==> src/rtl/homing_pkg.sv <==
// homing_pkg: shared constants for the light-homing steering block.
// Motor command codes, FSM state codes and default cycle counts.
package homing_pkg;

    localparam int CLK_HZ = 12_000_000;

    localparam int DEF_DEBOUNCE_CYCLES = CLK_HZ / 100;
    localparam int DEF_TURN_MIN_CYCLES = CLK_HZ / 10;
    localparam int DEF_ARRIVE_CYCLES   = CLK_HZ / 2;

    localparam logic [1:0] MOT_STOP = 2'b00;
    localparam logic [1:0] MOT_FWD  = 2'b01;
    localparam logic [1:0] MOT_BACK = 2'b10;

    typedef enum logic [2:0] {
        ST_IDLE       = 3'd0,
        ST_SEARCH     = 3'd1,
        ST_FORWARD    = 3'd2,
        ST_TURN_LEFT  = 3'd3,
        ST_TURN_RIGHT = 3'd4,
        ST_ARRIVED    = 3'd5
    } state_t;

    // Steering choice from the two filtered light bits.
    function automatic state_t steer_decode(input logic fl, input logic fr);
        state_t s;
        unique case ({fl, fr})
            2'b11:   s = ST_FORWARD;
            2'b10:   s = ST_TURN_LEFT;
            2'b01:   s = ST_TURN_RIGHT;
            default: s = ST_SEARCH;
        endcase
        return s;
    endfunction

endpackage

==> src/rtl/sync_debounce.sv <==
// sync_debounce: 2-flop synchronizer followed by a stability filter.
// dout follows din only after DEBOUNCE_CYCLES consecutive differing samples.
module sync_debounce
    import homing_pkg::*;
#(
    parameter int DEBOUNCE_CYCLES = DEF_DEBOUNCE_CYCLES
) (
    input  logic clk,
    input  logic rst,
    input  logic din,
    output logic dout
);

    localparam int CW = (DEBOUNCE_CYCLES > 1) ? $clog2(DEBOUNCE_CYCLES) : 1;
    localparam logic [CW-1:0] CLAST = CW'(DEBOUNCE_CYCLES - 1);

    logic          s1;
    logic          s2;
    logic          filt;
    logic [CW-1:0] cnt;

    // Metastability guard on the asynchronous comparator input.
    always_ff @(posedge clk) begin
        if (rst) begin
            s1 <= 1'b0;
            s2 <= 1'b0;
        end else begin
            s1 <= din;
            s2 <= s1;
        end
    end

    // Count disagreement run; flip the filtered bit when it is long enough.
    always_ff @(posedge clk) begin
        if (rst) begin
            filt <= 1'b0;
            cnt  <= '0;
        end else if (s2 == filt) begin
            cnt <= '0;
        end else if (cnt == CLAST) begin
            filt <= s2;
            cnt  <= '0;
        end else begin
            cnt <= cnt + 1'b1;
        end
    end

    assign dout = filt;

endmodule

==> src/rtl/homing_steer.sv <==
// homing_steer: steers two servos toward a light source while enabled.
// Filtered LDR bits drive a small FSM; outputs decode from the state register.
module homing_steer
    import homing_pkg::*;
#(
    parameter int DEBOUNCE_CYCLES = DEF_DEBOUNCE_CYCLES,
    parameter int TURN_MIN_CYCLES = DEF_TURN_MIN_CYCLES,
    parameter int ARRIVE_CYCLES   = DEF_ARRIVE_CYCLES
) (
    input  logic       clk,
    input  logic       rst,
    input  logic       enable,
    input  logic       light_left,
    input  logic       light_right,
    output logic [1:0] motor_left,
    output logic [1:0] motor_right,
    output logic       arrived,
    output logic [2:0] state_dbg
);

    localparam int DW = (TURN_MIN_CYCLES > 1) ? $clog2(TURN_MIN_CYCLES) : 1;
    localparam int AW = (ARRIVE_CYCLES > 1) ? $clog2(ARRIVE_CYCLES) : 1;
    localparam logic [DW-1:0] DLAST = DW'(TURN_MIN_CYCLES - 1);
    localparam logic [AW-1:0] ALAST = AW'(ARRIVE_CYCLES - 1);

    logic          fl;
    logic          fr;
    state_t        state;
    state_t        nxt;
    logic [DW-1:0] dwell;
    logic [DW-1:0] dwell_nxt;
    logic [AW-1:0] arr;
    logic [AW-1:0] arr_nxt;

    sync_debounce #(
        .DEBOUNCE_CYCLES(DEBOUNCE_CYCLES)
    ) u_deb_left (
        .clk (clk),
        .rst (rst),
        .din (light_left),
        .dout(fl)
    );

    sync_debounce #(
        .DEBOUNCE_CYCLES(DEBOUNCE_CYCLES)
    ) u_deb_right (
        .clk (clk),
        .rst (rst),
        .din (light_right),
        .dout(fr)
    );

    // State and counter registers.
    always_ff @(posedge clk) begin
        if (rst) begin
            state <= ST_IDLE;
            dwell <= '0;
            arr   <= '0;
        end else begin
            state <= nxt;
            dwell <= dwell_nxt;
            arr   <= arr_nxt;
        end
    end

    // Next state; counters advance only while staying put, else clear.
    always_comb begin
        nxt       = state;
        dwell_nxt = '0;
        arr_nxt   = '0;
        if (!enable) begin
            nxt = ST_IDLE;
        end else begin
            unique case (state)
                ST_IDLE: begin
                    nxt = ST_SEARCH;
                end
                ST_SEARCH: begin
                    nxt = steer_decode(fl, fr);
                end
                ST_FORWARD: begin
                    if (fl && fr) begin
                        if (arr == ALAST) begin
                            nxt = ST_ARRIVED;
                        end else begin
                            arr_nxt = arr + 1'b1;
                        end
                    end else begin
                        nxt = steer_decode(fl, fr);
                    end
                end
                ST_TURN_LEFT, ST_TURN_RIGHT: begin
                    if (dwell == DLAST) begin
                        nxt = steer_decode(fl, fr);
                    end else begin
                        dwell_nxt = dwell + 1'b1;
                    end
                end
                ST_ARRIVED: begin
                    nxt = ST_ARRIVED;
                end
                default: begin
                    nxt = ST_IDLE;
                end
            endcase
        end
    end

    // Motor commands and flags decoded from the current state.
    always_comb begin
        motor_left  = MOT_STOP;
        motor_right = MOT_STOP;
        arrived     = 1'b0;
        unique case (state)
            ST_SEARCH: begin
                motor_left  = MOT_BACK;
                motor_right = MOT_FWD;
            end
            ST_FORWARD: begin
                motor_left  = MOT_FWD;
                motor_right = MOT_FWD;
            end
            ST_TURN_LEFT: begin
                motor_right = MOT_FWD;
            end
            ST_TURN_RIGHT: begin
                motor_left = MOT_FWD;
            end
            ST_ARRIVED: begin
                arrived = 1'b1;
            end
            default: begin
                motor_left  = MOT_STOP;
                motor_right = MOT_STOP;
            end
        endcase
    end

    assign state_dbg = state;

endmodule

==> config.mk <==
export PLATFORM = sky130hd
export DESIGN_NAME = homing_steer
export DESIGN_NICKNAME = d
export VERILOG_FILES = /design/src/rtl/homing_pkg.sv /design/src/rtl/sync_debounce.sv /design/src/rtl/homing_steer.sv
export SDC_FILE = /design/constraint.sdc
export NUM_CORES = 1
export LEC_CHECK = 0
export BUFFER_PORTS_ARGS = -buffer_cell sky130_fd_sc_hd__clkbuf_2
export CORE_AREA = 4 4 90 92
export CTS_CLUSTER_DIAMETER = 50
export CTS_CLUSTER_SIZE = 12
export DETAILED_ROUTE_END_ITERATION = 16
export DIE_AREA = 0 0 94 96
export GPL_TIMING_DRIVEN = 1
export PLACE_DENSITY = 0.7
export SYNTH_ARGS = -nofsm -noshare
export SYNTH_HDL_FRONTEND = slang
export SYNTH_SLANG_ARGS = --single-unit
==> constraint.sdc <==
create_clock -name clk -period 1.62 [get_ports clk]
set_input_delay 0.324 -clock clk [delete_from_list [all_inputs] [get_ports clk]]
set_output_delay 0.324 -clock clk [all_outputs]
set_load 0.005 [all_outputs]
==> results of run 1 <==
## critical path: stages (launching register included)
cell	delay [ps]
dfxtp_4	360
nand2b_4	130
buf_4	150
a21oi_2	120
buf_2	130
## per-stage QoR
stage                     instance area [um^2]  setup slack (ps)  total power, mW  hold slack (ps)  instances
after CTS                                 4610             -3.75             3.51              192        607
after floorplan                           3940              2.46             2.23              396        444
after global placement                    4420             -7.56             2.25              420        592
after detailed placement                  4420             -27.1             2.26              427        592
after global routing                      4870             -45.9             3.62              208        616
final                                     4870              67.5             3.47              197        616
## per-layer routing
metal | routed length [um] | up-vias | GRT usage | part of all wire
met3 | 264 | 10 | 0.0367 | 0.034
met4 | 113 | 0 | 0.0770 | 0.014
li1 | - | 1632 | - | -
met1 | 3600 | 1480 | 0.221 | 0.46
met2 | 3880 | 48 | 0.305 | 0.49
met5 | 0 | - | 0 | 0
## cell usage after synthesis, types with 2 or more instances
master,instances,share of area
nor4_4,2,0.011
buf_6,4,0.011
ha_1,4,0.013
o21a_1,2,0.0038
nor3_1,8,0.010
nand2b_1,4,0.0064
nor2b_1,6,0.0096
mux2i_1,5,0.013
buf_2,3,0.0038
and4_1,3,0.0067
nand4b_1,2,0.0045
and3_1,19,0.030
nor2_2,3,0.0048
nor4_1,3,0.0048
and2_1,2,0.0032
dfxtp_1,87,0.44
nor2_1,88,0.084
nand3_1,38,0.048
or3_1,3,0.0048
clkbuf_1,4,0.0038
nand2_1,26,0.025
xnor2_1,29,0.065
buf_4,2,0.0038
o21ai_0,5,0.0064
xor2_1,42,0.094
nor4bb_1,3,0.0076
nand4_1,13,0.021
a21oi_1,4,0.0051
nor4_2,4,0.013
inv_1,11,0.011
o22ai_1,2,0.0032
## worst max path at each step
stage | start | endpoint | cells after the start
final | state_dbg[1]$_SDFFE_PP0P_ | motor_left[0] | 4
after global routing | dwell[18]$_SDFF_PP0_ | dwell[11]$_SDFF_PP0_ | 6
after CTS | arr[11]$_SDFF_PP0_ | arr[16]$_SDFF_PP0_ | 5
after detailed placement | arr[11]$_SDFF_PP0_ | arr[16]$_SDFF_PP0_ | 5
after global placement | arr[11]$_SDFF_PP0_ | arr[4]$_SDFF_PP0_ | 5
after floorplan | u_deb_left.cnt[0]$_SDFF_PP0_ | u_deb_left.cnt[16]$_SDFF_PP0_ | 6
## power by group through the flow
stage / clock network (mW) / logic, mW / registers, mW
2_1_floorplan: 0 / 0.0330 / 2.20
3_3_place_gp: 0 / 0.0552 / 2.20
3_5_place_dp: 0 / 0.0567 / 2.20
4_1_cts: 1.30 / 0.0575 / 2.15
5_1_grt: 1.41 / 0.0711 / 2.15
6_report: 1.26 / 0.0633 / 2.15
## what timing repair did
| item | 4_1_cts | 5_1_grt |
|---|---|---|
| setup endpoints to repair | 32 | 83 |
| cloned | 0 | 4 |
| buffers inserted | 0 | 5 |
| resized for setup | 12 | 49 |
| pin swaps | 2 | 8 |
## cells by family after synthesis
kind of cell,Yosys count,synth area share
AND/OR/NAND/NOR,236,0.315
adder cells (fa/ha/maj),4,0.0127
multiplexers,5,0.0127
AO/OA/AOI/OAI,15,0.0217
flip-flops,87,0.443
buffers and inverters,25,0.0347
XOR/XNOR,71,0.158
other,1,0.000955
## registers in the layout, summed over array words and instances, names as in the netlist
name / cells
u_deb_left.s2: 1
u_deb_right.dout: 1
state_dbg: 3
u_deb_left.dout: 1
arr: 23
u_deb_right.s1: 1
u_deb_left.cnt: 17
u_deb_right.cnt: 17
u_deb_right.s2: 1
dwell: 21
u_deb_left.s1: 1
## cell type report
type | instances | area [um^2]
clock buffer | 11 | 131
sequential | 87 | 1770
fill | 586 | 2340
multi-input combinational | 335 | 2260
tap | 99 | 124
inverter | 11 | 41.3
clock inverter | 4 | 23.8
timing repair buffer | 69 | 522
==> summary.txt, run 1 <==
Outcome
  – Run status: finished clean

Floorplan
  – Die Footprint: 9020 um^2
  – Starting density of the core: 0.544
  – Row count: 31
  – Die X: 94 um
  – DIE HEIGHT: 96 um
  – IO Pins: 13
  – Total core area: 7210 um^2

Worst setup path
  – Reg2reg setup slack: 70 ps
  – Critical Path AT: 1230 ps
  – Critical path endpoint category: output pin
  – R2R depth: 6
  – Crit path kind: flop to output pin
  – Critical Path RT: 1300 ps
  – Worst r2r src: arr[1]$_SDFF_PP0_
  – RR Endpoint: state_dbg[0]$_SDFFE_PP0P_
  – Startpoint types: flop
  – CP max FO: 4

Power and ir drop
  – Power Dens Cells: 713 nW/um^2
  – Sw Pwr: 0.753 mW
  – Internal Dissipation: 2.72 mW
  – Leak pwr: 1.74 nW
  – Combinational cell fraction of total power: 0.018
  – Switching share of total power: 0.217
  – Sequential group share of total power: 0.618
  – Clock power frac: 0.363
  – Peak supply drop: 403 uV

Routing
  – DR vias/cell: 5.15
  – Vias: 3170
  – DRT iter0 DRCs: 134
  – Final ANT Viol Nets: 0
  – DR DRC count: 0
  – DRT Wirelength: 7850 um
  – Detailed Routing Iterations Pass 1: 4
  – DR WL/cell: 12.7 um

Logic synthesis
  – Register area share after synthesis: 0.443
  – Yosys cell types: 44
  – FFs w/ async S/R, synth: 0
  – Synth Warn #: 0
  – Number of synthesized register bits: 87
  – Synthesized area: 3930 um^2
  – Post-Syn Instances: 444
  – Syn_area_per_cell: 8.85 um^2
  – Most used DFF post-synth: dfxtp_1
  – Post-synth EDFFs: 0
  – Syn nets: 453

Timing
  – Final worst path period share: 0.958
  – Max-slew violations: 0
  – RSZ-0062 raised after global routing: true
  – Endpoints failing hold: 0
  – Max Freq: 644 MHz
  – Final setup fails: 0
  – Setup_tns: 0 ps
  – Tmin final: 1550 ps
  – Worst Skew: 8.55 ps

Worst hold path
  – HP Start: light_right
  – Hold Path Stages: 2
  – Hold EP: u_deb_right.s1$_SDFF_PP0_
  – Hold Path Class: input port to flop

Final layout
  – Layout net count: 522
  – Share of cells above drive strength 1: 0.273
  – Antenna cells: 0
  – Final Util: 0.675
  – Layout area overhead: 24.0%
  – Most frequent cells in the layout: nor2_1 (86), dfxtp_1 (70), buf_4 (52)
  – Most common cell after layout, fill and taps aside: nor2_1

Clocking
  – # hold bufs at CTS: 0
  – TritonCTS buffer count: 9
  – Worst-path clk slew: 80 ps
  – Root Buffer: clkbuf_8
  – H-Tree Depth: 3
  – TritonCTS clock tree: built
  – CTS max path bufs: 2
  – Clock Latency Late Sink: 350 ps
  – CTS sink count: 87

Place
  – Final GP Congestion: 0.822
  – Dpl hpwl: 5180 um
  – IO Port Bufs: 11

GRT
  – Total gr overflow: 0
  – First-pass GRT wire length: 12900 um
  – Antenna violations before repair: 0
  – Vias in the first global route: 2981
  – Tot GR Track Use: 0.179
  – Largest net degree at the start of global routing: 23

Job
  – Max-Cap Viols: 0
No activity file was read; power rests on OpenSTA's default activity.
==> run 2: changes to the inputs <==
--- a/config.mk
+++ b/config.mk
@@ -12,7 +12,7 @@
 export DETAILED_ROUTE_END_ITERATION = 16
 export DIE_AREA = 0 0 94 96
 export GPL_TIMING_DRIVEN = 1
-export PLACE_DENSITY = 0.7
+export PLACE_DENSITY = 0.73
 export SYNTH_ARGS = -nofsm -noshare
 export SYNTH_HDL_FRONTEND = slang
 export SYNTH_SLANG_ARGS = --single-unit
==> run 2 against run 1 <==
  * The flow now finishes with violations (negative setup slack)
  * Sequential power hardly changed
  * Die area stayed put
  * Clock power is 25% higher
  * Combinational power is 4.7% higher
  * Total power is 8.9% higher
  * Register-to-register slack worse by 210 ps
==> summary.txt, run 2 (synthesis gave the netlist of run 1 again) <==
Final layout
  – Antenna cells: 0
  – Share of cells above drive strength 1: 0.261
  – Most common cell after layout, fill and taps aside: nor2_1
  – Largest regs: arr: 23 flops, dwell: 21 flops
  – Multi-input gate area: 2220 um^2
  – Max reg flops: 23
  – Final Non-Filler Cells: 616
  – Biggest register: arr
  – # fillers: 576
  – Layout area overhead: 24.7%
  – Most frequent cells in the layout: nor2_1 (84), dfxtp_1 (78), buf_4 (55)
  – Layout net count: 524
  – Final Util: 0.679
  – FF/Latch Area: 1760 um^2

GRT
  – Largest net degree at the start of global routing: 23
  – First-pass GRT wire length: 13100 um
  – Vias in the first global route: 3151
  – Antenna violations before repair: 0
  – Tot GR Track Use: 0.181
  – Total gr overflow: 0

Worst setup path
  – Critical Path RT: 1860 ps
  – R2R depth: 5
  – Crit path kind: flop to flop
  – Startpoint types: flop
  – Reg2reg setup slack: -150 ps
  – CP max FO: 5
  – Critical path endpoint category: flop
  – Critical Path AT: 2000 ps

Place
  – Dpl hpwl: 5390 um
  – IO Port Bufs: 11
  – Placed cells: 592
  – Final GP Congestion: 0.805

Routing
  – Vias: 3237
  – DR vias/cell: 5.25
  – DR WL/cell: 13.3 um
  – Detailed Routing Iterations Pass 1: 4
  – Final ANT Viol Nets: 0
  – DRT Wirelength: 8200 um
  – DR DRC count: 0
  – DRT iter0 DRCs: 151

Clocking
  – TritonCTS clock tree: built
  – TritonCTS buffer count: 9
  – Worst-path clk slew: 80 ps
  – H-Tree Depth: 3
  – Root Buffer: clkbuf_8
  – CTS sink count: 87
  – Clock Latency Late Sink: 350 ps
  – CTS max path bufs: 2

Timing
  – Tmin final: 1770 ps
  – Endpoints failing hold: 0
  – Final setup fails: 25
  – Worst setup margin: -146 ps
  – Max Freq: 566 MHz
  – Max-slew violations: 0
  – RSZ-0062 raised after global routing: true
  – Final worst path period share: 1.09
  – Worst Skew: 11.6 ps

Job
  – Max-Cap Viols: 0

Outcome
  – Run status: finished with violations
  – Failing checks: negative setup slack

Power and ir drop
  – Combinational cell fraction of total power: 0.018
  – Clock power frac: 0.415
  – Power Dens Cells: 771 nW/um^2
  – Sw Pwr: 0.762 mW
  – Sequential group share of total power: 0.568
  – Peak supply drop: 473 uV
  – Leak pwr: 1.80 nW
  – Internal Dissipation: 3.02 mW
  – Switching share of total power: 0.202

Floorplan
  – Die Footprint: 9020 um^2
  – Row count: 31
  – Die X: 94 um
  – Starting density of the core: 0.544
  – IO Pins: 13
  – DIE HEIGHT: 96 um
  – Total core area: 7210 um^2

Worst hold path
  – Hold Path Stages: 2
  – Hold Path Class: input port to flop
==> run 2: changes by cell type in the layout (fill, tap and decap cells not counted), moves of 3 or more <==
cell and delta:
buf_4 +3, dfxtp_1 +8, dfxtp_2 -9, nor4bb_1 +3
==> run 2: path summary, 6_finish.rpt <==
kind,from,endpoint
min,light_right,u_deb_right.s1$_SDFF_PP0_
max reg2reg,arr[22]$_SDFF_PP0_,arr[5]$_SDFF_PP0_
max,arr[22]$_SDFF_PP0_,arr[5]$_SDFF_PP0_
min reg2reg,dwell[0]$_SDFF_PP0_,dwell[0]$_SDFF_PP0_
==> run 2: power groups by stage <==
| stage | clock network (mW) | logic, mW | registers, mW |
|---|---|---|---|
| 2_1_floorplan | 0 | 0.0330 | 2.20 |
| 3_3_place_gp | 0 | 0.0569 | 2.20 |
| 3_5_place_dp | 0 | 0.0580 | 2.20 |
| 4_1_cts | 1.61 | 0.0584 | 2.15 |
| 5_1_grt | 1.69 | 0.0727 | 2.15 |
| 6_report | 1.57 | 0.0663 | 2.14 |
==> run 2: repair_timing <==
item                                    4_1_cts  5_1_grt
cloned                                        0        4
hold buffers                                  0        0
setup buffers                                 3        4
endpoints found under the setup margin       29       62
pin swaps                                     5       17
gates resized for setup                       9       40
==> run 2: cell type report <==
class | instances | share of cell area
Multi-Input combinational cell | 335 | 0.453
Sequential cell | 87 | 0.359
Timing Repair Buffer | 71 | 0.113
Clock buffer | 9 | 0.0253
Tap cell | 99 | 0.0253
Clock inverter | 4 | 0.0151
Inverter | 11 | 0.00843
==> run 2: metal layers <==
| metal | vias up | share of wire | GRT usage |
|---|---|---|---|
| met1 | 1550 | 0.44 | 0.203 |
| met2 | 42 | 0.52 | 0.332 |
| li1 | 1629 | - | - |
| met4 | 0 | 0.018 | 0.0710 |
| met5 | - | 0 | 0 |
| met3 | 16 | 0.021 | 0.0430 |
==> run 2: worst max-delay path, cell delays in order (launching register included) <==
cell,delay [ps]
dfxtp_1,410
nor4bb_1,430
nand3_1,190
nor3_4,310
or2_2,250
nor2_1,60
==> run 2: stage by stage <==
stage	setup WS [ps]	TNS (ps)	hold WS (ps)	power, mW	cell area, um^2
4_1_cts	-20.6	-112	188	3.81	4680
6_report	-146	-3130	200	3.78	4900
3_3_place_gp	21.2	0	418	2.26	4430
5_1_grt	-225	-5790	193	3.91	4900
3_5_place_dp	-42.4	-550	432	2.26	4430
2_1_floorplan	2.46	0	396	2.23	3940
==> run 3: changes to the inputs <==
--- a/config.mk
+++ b/config.mk
@@ -6,13 +6,13 @@
 export NUM_CORES = 1
 export LEC_CHECK = 0
 export BUFFER_PORTS_ARGS = -buffer_cell sky130_fd_sc_hd__clkbuf_2
-export CORE_AREA = 4 4 90 92
+export CORE_AREA = 4 4 86 88
 export CTS_CLUSTER_DIAMETER = 50
 export CTS_CLUSTER_SIZE = 12
 export DETAILED_ROUTE_END_ITERATION = 16
-export DIE_AREA = 0 0 94 96
+export DIE_AREA = 0 0 90 92
 export GPL_TIMING_DRIVEN = 1
-export PLACE_DENSITY = 0.73
+export PLACE_DENSITY = 0.76
 export SYNTH_ARGS = -nofsm -noshare
 export SYNTH_HDL_FRONTEND = slang
 export SYNTH_SLANG_ARGS = --single-unit
==> constraint.sdc (replaced) <==
create_clock -name clk -period 2.3 [get_ports clk]
set_input_delay 0.46 -clock clk [delete_from_list [all_inputs] [get_ports clk]]
set_output_delay 0.46 -clock clk [all_outputs]
set_load 0.005 [all_outputs]
==> run 3 against run 2 <==
  * Highest routed layer unchanged
  * Sequential power is 29% lower
  * Core utilization is 4.2 points lower
  * Design area is 14% lower
  * Worst setup slack better by 450 ps
  * Sequential share of layout area is 5.2 points higher
  * The run now ends clean
==> summary.txt, run 3 (synthesis gave the netlist of run 1 again) <==
Job
  – Max-Cap Viols: 0

Power and ir drop
  – Sequential group share of total power: 0.561
  – Power Dens Cells: 638 nW/um^2
  – Internal Dissipation: 2.14 mW
  – Clock power frac: 0.428
  – Combinational cell fraction of total power: 0.011
  – Switching share of total power: 0.208
  – Peak supply drop: 357 uV
  – Sw Pwr: 0.560 mW
  – Leak pwr: 1.39 nW

Floorplan
  – DIE HEIGHT: 92 um
  – Row count: 30
  – Die X: 90 um
  – Total core area: 6640 um^2
  – Starting density of the core: 0.591
  – Die Footprint: 8280 um^2
  – IO Pins: 13

GRT
  – Grt met2 use: 0.289
  – Met1 usage: 0.224
  – Met3 Use GR: 0.0312
  – Busiest metal layer after global routing: met2
  – Total gr overflow: 0
  – Largest net degree at the start of global routing: 23
  – Vias in the first global route: 2799
  – First-pass GRT wire length: 12100 um
  – Tot GR Track Use: 0.176
  – Antenna violations before repair: 0

Timing
  – Endpoints failing hold: 0
  – RSZ-0062 raised after global routing: false
  – Worst Skew: 8.84 ps
  – Tmin final: 2000 ps
  – Hold Slack: 317 ps
  – Slew margin rel.: 0.620
  – Final worst path period share: 0.869
  – Max-slew violations: 0
  – Least-Margin Pin Slew: 565 ps
  – Setup_tns: 0 ps
  – Max Freq: 500 MHz
  – Final setup fails: 0

Worst hold path
  – HP Start: light_left
  – Hold Path Class: input port to flop

Routing
  – Detailed Routing Iterations Pass 1: 4
  – DRT iter0 DRCs: 89
  – DR DRC count: 0
  – DRT Wirelength: 6730 um
  – DR vias/cell: 5.34
  – DR WL/cell: 12.5 um
  – Vias: 2883
  – Final ANT Viol Nets: 0

Worst setup path
  – R2R depth: 5
  – CP max FO: 17
  – Worst Path Buf+Inv: 0
  – Total stage count of the critical path: 5
  – Critical-path cell with the highest stage delay: or3_1
  – Crit path kind: flop to flop
  – Critical Path RT: 2520 ps
  – CP top delay family: simple AND/OR/NAND/NOR gates
  – Startpoint types: flop
  – Critical path endpoint category: flop
  – RR Endpoint: u_deb_right.cnt[6]$_SDFF_PP0_
  – Critical-path cell list: ha_1 > nand3_1 > nor4_1 > or3_1 > nor2_1
  – Worst r2r src: u_deb_right.cnt[0]$_SDFF_PP0_
  – Worst setup path endpoint: u_deb_right.cnt[6]$_SDFF_PP0_
  – Crit-path max cell delay: 540 ps
  – Reg2reg setup slack: 300 ps
  – CP startpoint: u_deb_right.cnt[0]$_SDFF_PP0_
  – Critical Path AT: 2220 ps

Outcome
  – Run status: finished clean

Clocking
  – CTS max path bufs: 2
  – TritonCTS clock tree: built
  – Root Buffer: clkbuf_8
  – Clock Latency Late Sink: 350 ps
  – TritonCTS buffer count: 9
  – H-Tree Depth: 3
  – # hold bufs at CTS: 0
  – Worst-path clk slew: 90 ps
  – CTS sink count: 87
  – Postcts setup bufs: 0
  – Resized Gates After CTS: 0

Final layout
  – Most common cell after layout, fill and taps aside: nor2_1
  – Layout net count: 464
  – Biggest register: arr
  – Layout area overhead: 7.71%
  – Share of cells above drive strength 1: 0.0891
  – Antenna cells: 0
  – Max reg flops: 23
  – Largest regs: arr: 23 flops, dwell: 21 flops
  – Most frequent cells in the layout: nor2_1 (88), dfxtp_1 (87), xor2_1 (42)

Place
  – IO Port Bufs: 11
  – Final GP Congestion: 0.834
  – Dpl hpwl: 4640 um
[run 3: cell types whose count changed in the layout (fill, tap and decap cells not counted), sizes merged]
cell      change
or2           -3
clkbuf        +2
clkinv        -1
clkinvlp      +2
inv           +1
buf          -58
[run 3: area by class of cell]
cell class,instances,area (um^2)
fillers,590,2410
repair buffers,14,77.6
clock buffers,10,128
flip-flops and latches,87,1740
well taps,80,100
clock inverters,6,92.6
multi-input cells,332,2050
inverters,11,41.3
[run 3: metal layers]
metal / vias up / part of all wire / routed length, um
met5: - / 0 / 0
met4: 0 / 0.020 / 136
met3: 13 / 0.024 / 160
met2: 28 / 0.47 / 3140
met1: 1330 / 0.49 / 3290
li1: 1512 / - / -
[run 3: worst min-delay path by stage]
stage / end / slack, ps / cells past startpoint
2_1_floorplan: dwell[0]$_SDFF_PP0_ / 410 / 1
3_3_place_gp: dwell[0]$_SDFF_PP0_ / 420 / 1
3_5_place_dp: dwell[0]$_SDFF_PP0_ / 430 / 1
4_1_cts: u_deb_left.s1$_SDFF_PP0_ / 300 / 2
5_1_grt: u_deb_right.s1$_SDFF_PP0_ / 310 / 2
6_report: u_deb_left.s1$_SDFF_PP0_ / 320 / 2
[run 3: per-stage QoR]
step | setup slack (ps) | utilization | area [um^2] | power (mW) | cells
2_1_floorplan | 573 | - | 3930 | 1.57 | 444
3_3_place_gp | 395 | 0.604 | 4010 | 1.58 | 524
3_5_place_dp | 333 | 0.604 | 4010 | 1.58 | 524
4_1_cts | 298 | 0.637 | 4230 | 2.73 | 540
5_1_grt | 142 | 0.637 | 4230 | 2.80 | 540
6_report | 301 | 0.637 | 4230 | 2.70 | 540
[run 3: power groups by stage]
stage	registers (mW)	logic, mW	clock network [mW]
after global routing	1.52	0.0339	1.25
after CTS	1.51	0.0301	1.18
after detailed placement	1.55	0.0299	0
after global placement	1.55	0.0294	0
final	1.51	0.0298	1.16
after floorplan	1.55	0.0232	0
[run 3: worst reg2reg max path, cell delays in order (launching register included)]
cell and delay (ps):
dfxtp_1 390, ha_1 240, nand3_1 140, nor4_1 440, or3_1 540, nor2_1 120
